$ cat config.mk
export PLATFORM = sky130hd
export DESIGN_NAME = ex_muldiv_unit_flat
export DESIGN_NICKNAME = d
export VERILOG_FILES = /design/src/rtl/ex_muldiv_unit_pkg.sv /design/src/rtl/ex_muldiv_unit_if.sv /design/src/rtl/ex_muldiv_unit_step.sv /design/src/rtl/ex_muldiv_unit.sv /design/src/flat_wrapper.sv
export SDC_FILE = /design/constraint.sdc
export NUM_CORES = 1
export LEC_CHECK = 0
export BUFFER_PORTS_ARGS = -buffer_cell sky130_fd_sc_hd__buf_2
export CORE_MARGIN = 1
export CORE_UTILIZATION = 25
export CTS_CLUSTER_SIZE = 8
export DETAILED_ROUTE_END_ITERATION = 16
export PLACE_DENSITY_LB_ADDON = 0.3
export REMOVE_ABC_BUFFERS = 1
export SLEW_MARGIN = 20
export SYNTH_ARGS = -nofsm -noshare
export SYNTH_HDL_FRONTEND = slang
export SYNTH_SLANG_ARGS = --single-unit
$ cat constraint.sdc
create_clock -name sysclk -period 7.29 [get_ports sysclk]
set_clock_uncertainty 0.15 [all_clocks]
set_input_delay 1.0935 -clock sysclk [delete_from_list [all_inputs] [get_ports sysclk]]
set_output_delay 1.0935 -clock sysclk [all_outputs]
set_load 0.03 [all_outputs]
$ cat src/rtl/ex_muldiv_unit_pkg.sv
`default_nettype none
// ============================================================================
// Module      : ex_muldiv_unit_pkg
// Description : Shared EX-stage definitions for the iterative multiply/divide
//               unit: datapath width, operation encodings, FSM state
//               encodings and an absolute-value helper.
// Ports       : none (package)
// Revision    : 1.0  initial release
// ============================================================================
package ex_muldiv_unit_pkg;

    localparam int XLEN = 32;

    // Operation encodings as decoded in ID and carried in EX_MulDivOp.
    typedef enum logic [1:0] {
        MULDIV_MULT  = 2'b00,
        MULDIV_MULTU = 2'b01,
        MULDIV_DIV   = 2'b10,
        MULDIV_DIVU  = 2'b11
    } muldiv_op_t;

    // Unit FSM states.
    typedef enum logic [1:0] {
        IDLE = 2'd0,
        CALC = 2'd1,
        FIX  = 2'd2
    } muldiv_state_t;

    // Two's-complement magnitude for signed operands; unsigned operands pass
    // through untouched. 0x80000000 maps to itself, which reads correctly as
    // an unsigned magnitude of 2^31.
    function automatic logic [XLEN-1:0] abs_val(input logic [XLEN-1:0] v,
                                                 input logic            is_signed);
        abs_val = (is_signed && v[XLEN-1]) ? (~v + 1'b1) : v;
    endfunction

endpackage : ex_muldiv_unit_pkg
`default_nettype wire

$ cat src/rtl/ex_muldiv_unit_if.sv
`default_nettype none
// ============================================================================
// Module      : ex_muldiv_unit_if
// Description : EX-stage bus between the pipeline and the multiply/divide
//               unit. master = pipeline side (drives operands/control),
//               slave = the unit (drives busy and HI/LO read data).
// Ports       : EX_MulDivStart, EX_MulDivOp[1:0], EX_Flush, EX_DataBusA/B,
//               EX_HiLoWrite[1:0], EX_HiLoSel  (master -> slave)
//               MulDiv_Busy, EX_HiLoOut, HI, LO (slave -> master)
// Revision    : 1.0  initial release
// ============================================================================
interface ex_muldiv_unit_if;
    import ex_muldiv_unit_pkg::*;

    logic            EX_MulDivStart;
    logic [1:0]      EX_MulDivOp;
    logic            EX_Flush;
    logic [XLEN-1:0] EX_DataBusA;
    logic [XLEN-1:0] EX_DataBusB;
    logic [1:0]      EX_HiLoWrite;
    logic            EX_HiLoSel;
    logic            MulDiv_Busy;
    logic [XLEN-1:0] EX_HiLoOut;
    logic [XLEN-1:0] HI;
    logic [XLEN-1:0] LO;

    modport master (
        output EX_MulDivStart, EX_MulDivOp, EX_Flush, EX_DataBusA, EX_DataBusB,
               EX_HiLoWrite, EX_HiLoSel,
        input  MulDiv_Busy, EX_HiLoOut, HI, LO
    );

    modport slave (
        input  EX_MulDivStart, EX_MulDivOp, EX_Flush, EX_DataBusA, EX_DataBusB,
               EX_HiLoWrite, EX_HiLoSel,
        output MulDiv_Busy, EX_HiLoOut, HI, LO
    );

endinterface : ex_muldiv_unit_if
`default_nettype wire

$ cat src/rtl/ex_muldiv_unit_step.sv
`default_nettype none
// ============================================================================
// Module      : muldiv_step
// Description : One combinational iteration of the multiply/divide datapath.
//               Multiply: shift-add on a 64-bit accumulator whose low half
//               holds the remaining multiplier bits.
//               Divide: restoring step; accumulator is {remainder, dividend}
//               shifted left one bit per iteration.
// Ports       : is_div   in   1     0 = multiply step, 1 = divide step
//               acc      in   64    accumulator / partial remainder
//               operand  in   32    multiplicand or divisor magnitude
//               acc_next out  64    accumulator after this step (LSB 0 for
//                                   divide; the quotient bit is separate)
//               q_bit    out  1     quotient bit produced (0 for multiply)
// Revision    : 1.0  initial release
// ============================================================================
module muldiv_step
    import ex_muldiv_unit_pkg::*;
(
    input  logic              is_div,
    input  logic [2*XLEN-1:0] acc,
    input  logic [XLEN-1:0]   operand,
    output logic [2*XLEN-1:0] acc_next,
    output logic              q_bit
);

    logic [XLEN:0]   mul_sum;
    logic [XLEN:0]   partial;
    logic [XLEN:0]   divisor_ext;
    logic [XLEN:0]   diff;
    logic [XLEN-1:0] new_rem;

    always_comb begin
        // Multiply: add the multiplicand to the upper half when the current
        // multiplier bit is set; the carry becomes the new top bit after the
        // right shift.
        mul_sum     = {1'b0, acc[2*XLEN-1:XLEN]} + {1'b0, (acc[0] ? operand : {XLEN{1'b0}})};

        // Divide: 33-bit partial remainder = {remainder, next dividend bit}.
        // Since remainder < divisor, the subtraction result always fits in
        // 32 bits whenever it is kept.
        partial     = acc[2*XLEN-1:XLEN-1];
        divisor_ext = {1'b0, operand};
        diff        = partial - divisor_ext;
        q_bit       = 1'b0;
        new_rem     = partial[XLEN-1:0];

        if (is_div) begin
            if (partial >= divisor_ext) begin
                q_bit   = 1'b1;
                new_rem = diff[XLEN-1:0];
            end
            acc_next = {new_rem, acc[XLEN-2:0], 1'b0};
        end else begin
            acc_next = {mul_sum, acc[XLEN-1:1]};
        end
    end

endmodule : muldiv_step
`default_nettype wire

$ cat src/rtl/ex_muldiv_unit.sv
`default_nettype none
// ============================================================================
// Module      : ex_muldiv_unit
// Description : Iterative 32x32 multiply / 32/32 divide unit with the
//               architectural HI/LO registers. Operands are reduced to
//               magnitudes on start, iterated 32 times, and the signs are
//               restored in a final FIX cycle that writes HI/LO.
// Ports       : sysclk  in  clock, rising edge
//               reset   in  synchronous active-low reset
//               bus     slave side of ex_muldiv_unit_if (operands, control,
//                       busy flag, HI/LO read data)
// Revision    : 1.0  initial release
// ============================================================================
module ex_muldiv_unit
    import ex_muldiv_unit_pkg::*;
(
    input  logic              sysclk,
    input  logic              reset,
    ex_muldiv_unit_if.slave   bus
);

    muldiv_state_t     state, state_next;
    logic [4:0]        cnt, cnt_next;
    logic [2*XLEN-1:0] acc, acc_next;
    logic [XLEN-1:0]   operand, operand_next;
    logic              op_div, op_div_next;
    logic              neg_lo, neg_lo_next;   // product / quotient sign
    logic              neg_hi, neg_hi_next;   // remainder sign
    logic              div0, div0_next;
    logic [XLEN-1:0]   hi, hi_next;
    logic [XLEN-1:0]   lo, lo_next;
    logic              busy;

    logic [2*XLEN-1:0] step_acc;
    logic              step_q;

    logic              start_ok;
    logic              is_signed;
    logic              is_div;
    logic              sign_a, sign_b;
    logic [XLEN-1:0]   abs_a, abs_b;
    logic [2*XLEN-1:0] product;

    muldiv_step u_step (
        .is_div   (op_div),
        .acc      (acc),
        .operand  (operand),
        .acc_next (step_acc),
        .q_bit    (step_q)
    );

    always_ff @(posedge sysclk) begin
        if (!reset) begin
            state   <= IDLE;
            cnt     <= 5'd0;
            acc     <= '0;
            operand <= '0;
            op_div  <= 1'b0;
            neg_lo  <= 1'b0;
            neg_hi  <= 1'b0;
            div0    <= 1'b0;
            hi      <= '0;
            lo      <= '0;
            busy    <= 1'b0;
        end else begin
            state   <= state_next;
            cnt     <= cnt_next;
            acc     <= acc_next;
            operand <= operand_next;
            op_div  <= op_div_next;
            neg_lo  <= neg_lo_next;
            neg_hi  <= neg_hi_next;
            div0    <= div0_next;
            hi      <= hi_next;
            lo      <= lo_next;
            busy    <= (state_next != IDLE);
        end
    end

    always_comb begin
        state_next   = state;
        cnt_next     = cnt;
        acc_next     = acc;
        operand_next = operand;
        op_div_next  = op_div;
        neg_lo_next  = neg_lo;
        neg_hi_next  = neg_hi;
        div0_next    = div0;
        hi_next      = hi;
        lo_next      = lo;

        start_ok  = bus.EX_MulDivStart && !bus.EX_Flush;
        is_signed = !bus.EX_MulDivOp[0];
        is_div    = bus.EX_MulDivOp[1];
        sign_a    = is_signed && bus.EX_DataBusA[XLEN-1];
        sign_b    = is_signed && bus.EX_DataBusB[XLEN-1];
        abs_a     = abs_val(bus.EX_DataBusA, is_signed);
        abs_b     = abs_val(bus.EX_DataBusB, is_signed);
        product   = neg_lo ? (~acc + 1'b1) : acc;

        case (state)
            IDLE: begin
                if (start_ok) begin
                    op_div_next = is_div;
                    neg_lo_next = sign_a ^ sign_b;
                    neg_hi_next = sign_a;
                    cnt_next    = 5'd31;
                    if (is_div && (bus.EX_DataBusB == '0)) begin
                        // Keep the raw dividend so FIX can return it in HI.
                        div0_next    = 1'b1;
                        acc_next     = {{XLEN{1'b0}}, bus.EX_DataBusA};
                        operand_next = '0;
                        state_next   = FIX;
                    end else begin
                        // Divide shifts the dividend out of the low half;
                        // multiply consumes the multiplier from the low half.
                        div0_next    = 1'b0;
                        acc_next     = {{XLEN{1'b0}}, (is_div ? abs_a : abs_b)};
                        operand_next = is_div ? abs_b : abs_a;
                        state_next   = CALC;
                    end
                end else if (!bus.EX_Flush) begin
                    if (bus.EX_HiLoWrite[1]) hi_next = bus.EX_DataBusA;
                    if (bus.EX_HiLoWrite[0]) lo_next = bus.EX_DataBusA;
                end
            end

            CALC: begin
                // Quotient bit drops into the LSB vacated by the left shift.
                acc_next = step_acc | {{(2*XLEN-1){1'b0}}, step_q};
                if (cnt == 5'd0) begin
                    state_next = FIX;
                end else begin
                    cnt_next = cnt - 5'd1;
                end
            end

            FIX: begin
                if (div0) begin
                    lo_next = {XLEN{1'b1}};
                    hi_next = acc[XLEN-1:0];
                end else if (op_div) begin
                    lo_next = neg_lo ? (~acc[XLEN-1:0] + 1'b1) : acc[XLEN-1:0];
                    hi_next = neg_hi ? (~acc[2*XLEN-1:XLEN] + 1'b1) : acc[2*XLEN-1:XLEN];
                end else begin
                    lo_next = product[XLEN-1:0];
                    hi_next = product[2*XLEN-1:XLEN];
                end
                div0_next  = 1'b0;
                state_next = IDLE;
            end

            default: begin
                state_next = IDLE;
            end
        endcase
    end

    assign bus.MulDiv_Busy = busy;
    assign bus.HI          = hi;
    assign bus.LO          = lo;
    assign bus.EX_HiLoOut  = bus.EX_HiLoSel ? hi : lo;

endmodule : ex_muldiv_unit
`default_nettype wire

$ cat src/flat_wrapper.sv
// flat-port wrapper written by rule: the top's interface ports become plain ports
module ex_muldiv_unit_flat import ex_muldiv_unit_pkg::*;
  (sysclk, reset, bus_EX_MulDivStart, bus_EX_MulDivOp, bus_EX_Flush, bus_EX_DataBusA, bus_EX_DataBusB, bus_EX_HiLoWrite, bus_EX_HiLoSel, bus_MulDiv_Busy, bus_EX_HiLoOut, bus_HI, bus_LO);
  ex_muldiv_unit_if bus_i ();
  input  logic sysclk;
  input  logic reset;
  input wire logic [$bits(bus_i.EX_MulDivStart)-1:0] bus_EX_MulDivStart;
  input wire logic [$bits(bus_i.EX_MulDivOp)-1:0] bus_EX_MulDivOp;
  input wire logic [$bits(bus_i.EX_Flush)-1:0] bus_EX_Flush;
  input wire logic [$bits(bus_i.EX_DataBusA)-1:0] bus_EX_DataBusA;
  input wire logic [$bits(bus_i.EX_DataBusB)-1:0] bus_EX_DataBusB;
  input wire logic [$bits(bus_i.EX_HiLoWrite)-1:0] bus_EX_HiLoWrite;
  input wire logic [$bits(bus_i.EX_HiLoSel)-1:0] bus_EX_HiLoSel;
  output wire logic [$bits(bus_i.MulDiv_Busy)-1:0] bus_MulDiv_Busy;
  output wire logic [$bits(bus_i.EX_HiLoOut)-1:0] bus_EX_HiLoOut;
  output wire logic [$bits(bus_i.HI)-1:0] bus_HI;
  output wire logic [$bits(bus_i.LO)-1:0] bus_LO;
  assign bus_i.EX_MulDivStart = bus_EX_MulDivStart;
  assign bus_i.EX_MulDivOp = bus_EX_MulDivOp;
  assign bus_i.EX_Flush = bus_EX_Flush;
  assign bus_i.EX_DataBusA = bus_EX_DataBusA;
  assign bus_i.EX_DataBusB = bus_EX_DataBusB;
  assign bus_i.EX_HiLoWrite = bus_EX_HiLoWrite;
  assign bus_i.EX_HiLoSel = bus_EX_HiLoSel;
  assign bus_MulDiv_Busy = bus_i.MulDiv_Busy;
  assign bus_EX_HiLoOut = bus_i.EX_HiLoOut;
  assign bus_HI = bus_i.HI;
  assign bus_LO = bus_i.LO;
  ex_muldiv_unit u_core (.sysclk(sysclk), .reset(reset), .bus(bus_i));
endmodule
## After elaboration in Yosys (flattened, before gate mapping)

Index checks and enable logic that the tools add are counted.

| storage, ports and cells | value |
|---|---|
| input port bits | 73 |
| register bits after elaboration | 172 |
| output and inout port bits | 97 |

| cells by class | value |
|---|---|
| $add $sub $neg | 8 |
| order comparisons | 1 |
| reductions and logical operators | 18 |
| bitwise operators | 7 |
| multiplexer cells | 39 |
| equal/unequal tests | 8 |

Operators with widths:

| kind | number |
|---|---|
| 32-bit 2-to-1 mux | 21 |
| 64-bit 2-to-1 mux | 3 |
| 32-bit by 1-bit adder with 32-bit output (second input constant) | 4 |
| 32-bit NOT | 4 |
| 32-bit case mux with 2 select lines | 2 |
| 64-bit case mux with 2 select lines | 1 |
| 64-bit by 1-bit adder with 64-bit output (second input constant) | 1 |
| 64-bit NOT | 1 |
| 64-bit by 1-bit bitwise OR with 64-bit output | 1 |
| 32-bit by 32-bit adder with 33-bit output | 1 |
| 33-bit by 32-bit >= comparator with 1-bit output | 1 |
| 32-bit logical NOT | 1 |
| 32-bit subtractor | 1 |
| 5-bit 2-to-1 mux | 2 |
| 2-bit inequality test (second input constant) | 5 |
| 5-bit case mux with 2 select lines | 1 |
| 4-bit AND reduction | 2 |
| 2-bit 2-to-1 mux | 3 |
| 2-bit AND reduction | 3 |
| 2-bit nonzero test | 3 |
| 5-bit logical NOT | 1 |
| 5-bit by 1-bit subtractor with 5-bit output (second input constant) | 1 |
| 1-bit logical AND | 4 |
| 1-bit 2-to-1 mux | 4 |
| other kinds (9) | 10 |

## Depth between registers and ports, before layout

| logic depth | value |
|---|---|
| depth in word-level cells | 7 |
| mapped depth | 13 |
| depth with buffers taken out | 12 |

## By module

Synthesis repeated with hierarchy kept, for this count alone.

| second synthesis, totals | value |
|---|---|
| cells, all modules | 2,222 |
| area total of the unflattened synthesis | 16,766.1 um^2 |

Modules (own cells, without submodules):

| module | sequential area each (um^2) | cells each | area each (um^2) | instances |
|---|---|---|---|---|
| ex_muldiv_unit | 3,443.3 | 1,566 | 11,960.2 | 1 |
| muldiv_step | 0.0 | 656 | 4,805.9 | 1 |

## Worst setup path after synthesis

Ideal clock, no wire load.

| timing path | value |
|---|---|
| path kind | in2reg |
| start | in bus_EX_DataBusB[0] |
| end | reg u_core.acc[18] |
| required time | 7.010 ns |
| library setup time | 0.130 ns |
| setup slack | 3.627 ns |
| buffers on the path | 1 |
| stages | 11 |
| arrival time | 3.383 ns |
| cell sequence | inv_1 ha_1 or4b_1 nor4_4 nand4_1 or2_2 clkbuf_1 a211oi_1 a21oi_1 a211oi_1 o41ai_1 |

| between the ends | value |
|---|---|
| word-level cells in the longest chain between the ends | 7 |
| elaborated cells on any way between the ends | 9 |
| classes of those cells | 1 x add/sub; 5 x mux; 1 x bitwise; 2 x reduce/logical |

RTL lines:

| what | line | RTL |
|---|---|---|
| start, declared | flat_wrapper.sv:11 | `input wire logic [$bits(bus_i.EX_DataBusB)-1:0] bus_EX_DataBusB;` |
| 32-bit NOT | ex_muldiv_unit_pkg.sv:34 | `abs_val = (is_signed && v[XLEN-1]) ? (~v + 1'b1) : v;` |
| 32-bit by 1-bit adder with 32-bit output | ex_muldiv_unit_pkg.sv:34 |  |
| 32-bit 2-to-1 mux | ex_muldiv_unit_pkg.sv:34 |  |
| 32-bit 2-to-1 mux | ex_muldiv_unit.sv:118 | `acc_next = {{XLEN{1'b0}}, (is_div ? abs_a : abs_b)};` |
| 32-bit 2-to-1 mux (*) | ex_muldiv_unit.sv:108 | `if (is_div && (bus.EX_DataBusB == '0)) begin` |
| 64-bit 2-to-1 mux (*) | ex_muldiv_unit.sv:103 | `if (start_ok) begin` |
| 64-bit case mux with 2 select lines (*) | ex_muldiv_unit.sv:101 | `case (state)` |
| end signal, assigned | ex_muldiv_unit.sv:68 | `acc <= acc_next;` |
| end, declared | ex_muldiv_unit.sv:24 | `logic [2*XLEN-1:0] acc, acc_next;` |

Mark *: on every way between the ends. The rest lies on a longest branch, timed or not. The select of a mux whose other input is x is not followed.
A chain may end at the register's enable or synchronous reset.

## Worst setup path after layout

| timing path | value |
|---|---|
| start | reg u_core.acc[35] |
| end | reg u_core.acc[63] |

| between the ends | value |
|---|---|
| word-level cells in the longest chain between the ends | 5 |
| elaborated cells on any way between the ends | 7 |
| classes of those cells | 2 x add/sub; 1 x order compare; 3 x mux; 1 x bitwise |

RTL lines:

| what | line | RTL |
|---|---|---|
| 32-bit subtractor / 33-bit by 32-bit >= comparator with 1-bit output (equally long branches) | ex_muldiv_unit_step.sv:44, ex_muldiv_unit_step.sv:49 |  |
| 32-bit 2-to-1 mux | ex_muldiv_unit_step.sv:49 | `if (partial >= divisor_ext) begin` |
| 64-bit 2-to-1 mux (*) | ex_muldiv_unit_step.sv:48 | `if (is_div) begin` |
| 64-bit by 1-bit bitwise OR with 64-bit output (*) | ex_muldiv_unit.sv:130 | `acc_next = step_acc \| {{(2*XLEN-1){1'b0}}, step_q};` |
| 64-bit case mux with 2 select lines (*) | ex_muldiv_unit.sv:101 |  |

Mark *: on every way between the ends. The rest lies on a longest branch, timed or not.

==> reports/summary.txt <==
IO Count -> 170
FMAX -> 226 MHz
CTS tree -> yes
Power Dens Cells -> 172 mW/mm^2
HP Class -> register to register
Cell count after synthesis -> 2222
First-pass DRT Iterations -> 7
PortBufs -> 169
Yosys top cell by area -> dfxtp_1
Critical path data required time -> 7.51 ns
Iter 0 DRT Violations -> 2077
Die Wd -> 257 um
Final Max Slew Viols -> 0
Slew @ Worst Pin -> 1.08 ns
Crit path kind -> register to register
PostCTS Resize Cnt -> 0
Post-layout util -> 0.285
Vias in the first global route -> 16.6k
Setup tns final -> 0 ns
Post-route minimum period -> 4.43 ns
Synth Warn # -> 0
Vias post-DR -> 17.8k
Total GRT Usage -> 0.212
Synth cell types -> 91
Detail Placement HPWL -> 54900 um
Setup repair bufs after CTS -> 0
Share of layout cells above drive strength 1 -> 0.141
Post-synthesis sequential area ratio -> 0.212
Cell with the most instances after synthesis -> nand2_1
First-pass GRT wire length -> 107000 um
DRC violations left -> 0
Crit path launch type -> register
Clock transition at path regs -> 0.07 ns
Ys async rst share -> 0
Routed wire length -> 72300 um
Clk_lat worst skew -> 0.49 ns
Total CTS buffers -> 17
Syn Area/Cell -> 7.31 um^2
Final WS setup -> 2.86 ns
Placer Congestion -> 0.932
Hold Vio Cnt, Final -> 0
Share of Yosys cell area claimed by the top area cell type -> 0.212
GRT Residual Overflow -> 0
Peak supply drop -> 0.177 mV
Area of the core -> 0.0643 mm^2
Layout Nets -> 2402
Initial Util -> 0.252
Antenna violations before repair -> 0
Detail Route Antenna Nets -> 0
Worst-path fanout max -> 15
Die ar. -> 0.0660 mm^2
Status -> finished clean
Power, Total -> 3150 uW
Most frequent cells after synthesis -> 208 x nand2_1, 205 x a21oi_1, 191 x nor2_1, 172 x dfxtp_1, 171 x o21ai_0
Period utilization -> 0.607
Ys flop type -> dfxtp_1
Critical Path AT -> 4.65 ns
CTS hold repair buffers -> 0
Die Y-Extent -> 257 um
Relative slew margins -> 0.282
CTS H-tree lvls -> 4
Post-synth design cell area -> 0.0162 mm^2
Setup crit end kind -> register
Pre-CTS setup slack -> 2.48 ns
Pleak -> 0.00722 uW
#FFs+latches synth -> 172
Setup repair after global routing missed its margin -> no
Clk sink count -> 172
Max-cap violation count -> 0
Via density -> 5.71
Ant diodes -> 0
Worst-case clock buffer depth -> 2
Largest net degree at the start of global routing -> 92
P&R area growth vs syn -> 12.9%
Synth top area cells -> dfxtp_1 21%, a21oi_1 6.3%, ha_1 5.3%
Post-synth EDFFs -> 0
Routed len/inst -> 23.1 um
Core Rows -> 93
Final setup fails -> 0
CTS root buf -> clkbuf_16
state kept, by name, summed over array words and instances (netlist names):
name                    cells
u_core.bus.LO              32
u_core.cnt                  5
u_core.state                2
u_core.op_div               1
u_core.operand             32
u_core.acc                 64
u_core.bus.HI              32
u_core.neg_lo               1
u_core.neg_hi               1
u_core.div0                 1
u_core.bus.MulDiv_Busy      1
critical path, cell delays in order (launching register included):
cell,delay [ns]
dfxtp_1,0.58
ha_1,0.39
a21o_1,0.22
a31oi_1,0.26
a21bo_2,0.18
nand3_1,0.21
a21oi_1,0.78
nand2_1,0.61
buf_4,0.40
o311a_1,0.31
a32o_1,0.21
per-stage QoR:
stage	instance area (um^2)	hold slack, ns	cells
2_1_floorplan	15500	0.282	2038
3_3_place_gp	17700	0.297	3094
3_5_place_dp	17700	0.303	3094
4_1_cts	18300	0.314	3126
5_1_grt	18300	0.338	3126
6_report	18300	0.312	3126
layer usage:
metal / track usage / wire (um) / vias up
met5: 0 / 0 / -
met4: 0.0784 / 2290 / 0
met3: 0.0272 / 4730 / 109
met2: 0.326 / 32000 / 778
met1: 0.299 / 33300 / 8694
li1: - / - / 8257
where the power goes:
group,switching (uW),leakage (uW),internal (uW)
clock,464,0.000290,547
combinational,693,0.00553,364
sequential,84.8,0.00140,998
final timing paths:
kind	slack (ns)	endpoint	cells after the start	from
worst max-delay path	2.86	u_core.acc[63]	10	u_core.acc[35]
worst min-delay path	0.31	u_core.operand[2]	2	u_core.operand[2]
worst max register to register	2.86	u_core.acc[63]	10	u_core.acc[35]
worst min register to register	0.31	u_core.operand[2]	2	u_core.operand[2]
layout by cell type (no fill, tap or decap), drive strengths merged, types with 32 or more instances in the layout:
| master | instances |
|---|---|
| mux2i | 84 |
| mux2 | 40 |
| xor2 | 83 |
| xnor2 | 85 |
| a21o | 32 |
| a21oi | 206 |
| nand3 | 50 |
| a221oi | 36 |
| nor2 | 191 |
| o21ai | 177 |
| dfxtp | 172 |
| nand2 | 208 |
| inv | 76 |
| a31oi | 36 |
| buf | 201 |
| ha | 69 |
| nor3 | 43 |
logic make-up (layout without fill, tap and decap cells):
kind of cell,count (synthesis),in the layout,synth area share
multiplexers,124,124,0.0795
AO/OA/AOI/OAI,749,749,0.300
flip-flops,172,172,0.212
XOR/XNOR,168,168,0.0906
adder cells (fa/ha/maj),71,71,0.0556
buffers and inverters,258,307,0.0617
AND/OR/NAND/NOR,680,680,0.200
cell type report:
| cell class | instances | area [um^2] |
|---|---|---|
| fill | 7062 | 46000 |
| tap | 855 | 1070 |
| clock buffer | 18 | 429 |
| multi-input combinational | 1792 | 11800 |
| sequential | 172 | 3440 |
| inverter | 74 | 279 |
| timing repair buffer | 201 | 1090 |
| clock inverter | 14 | 185 |
(Power assumes the default switching activity.)
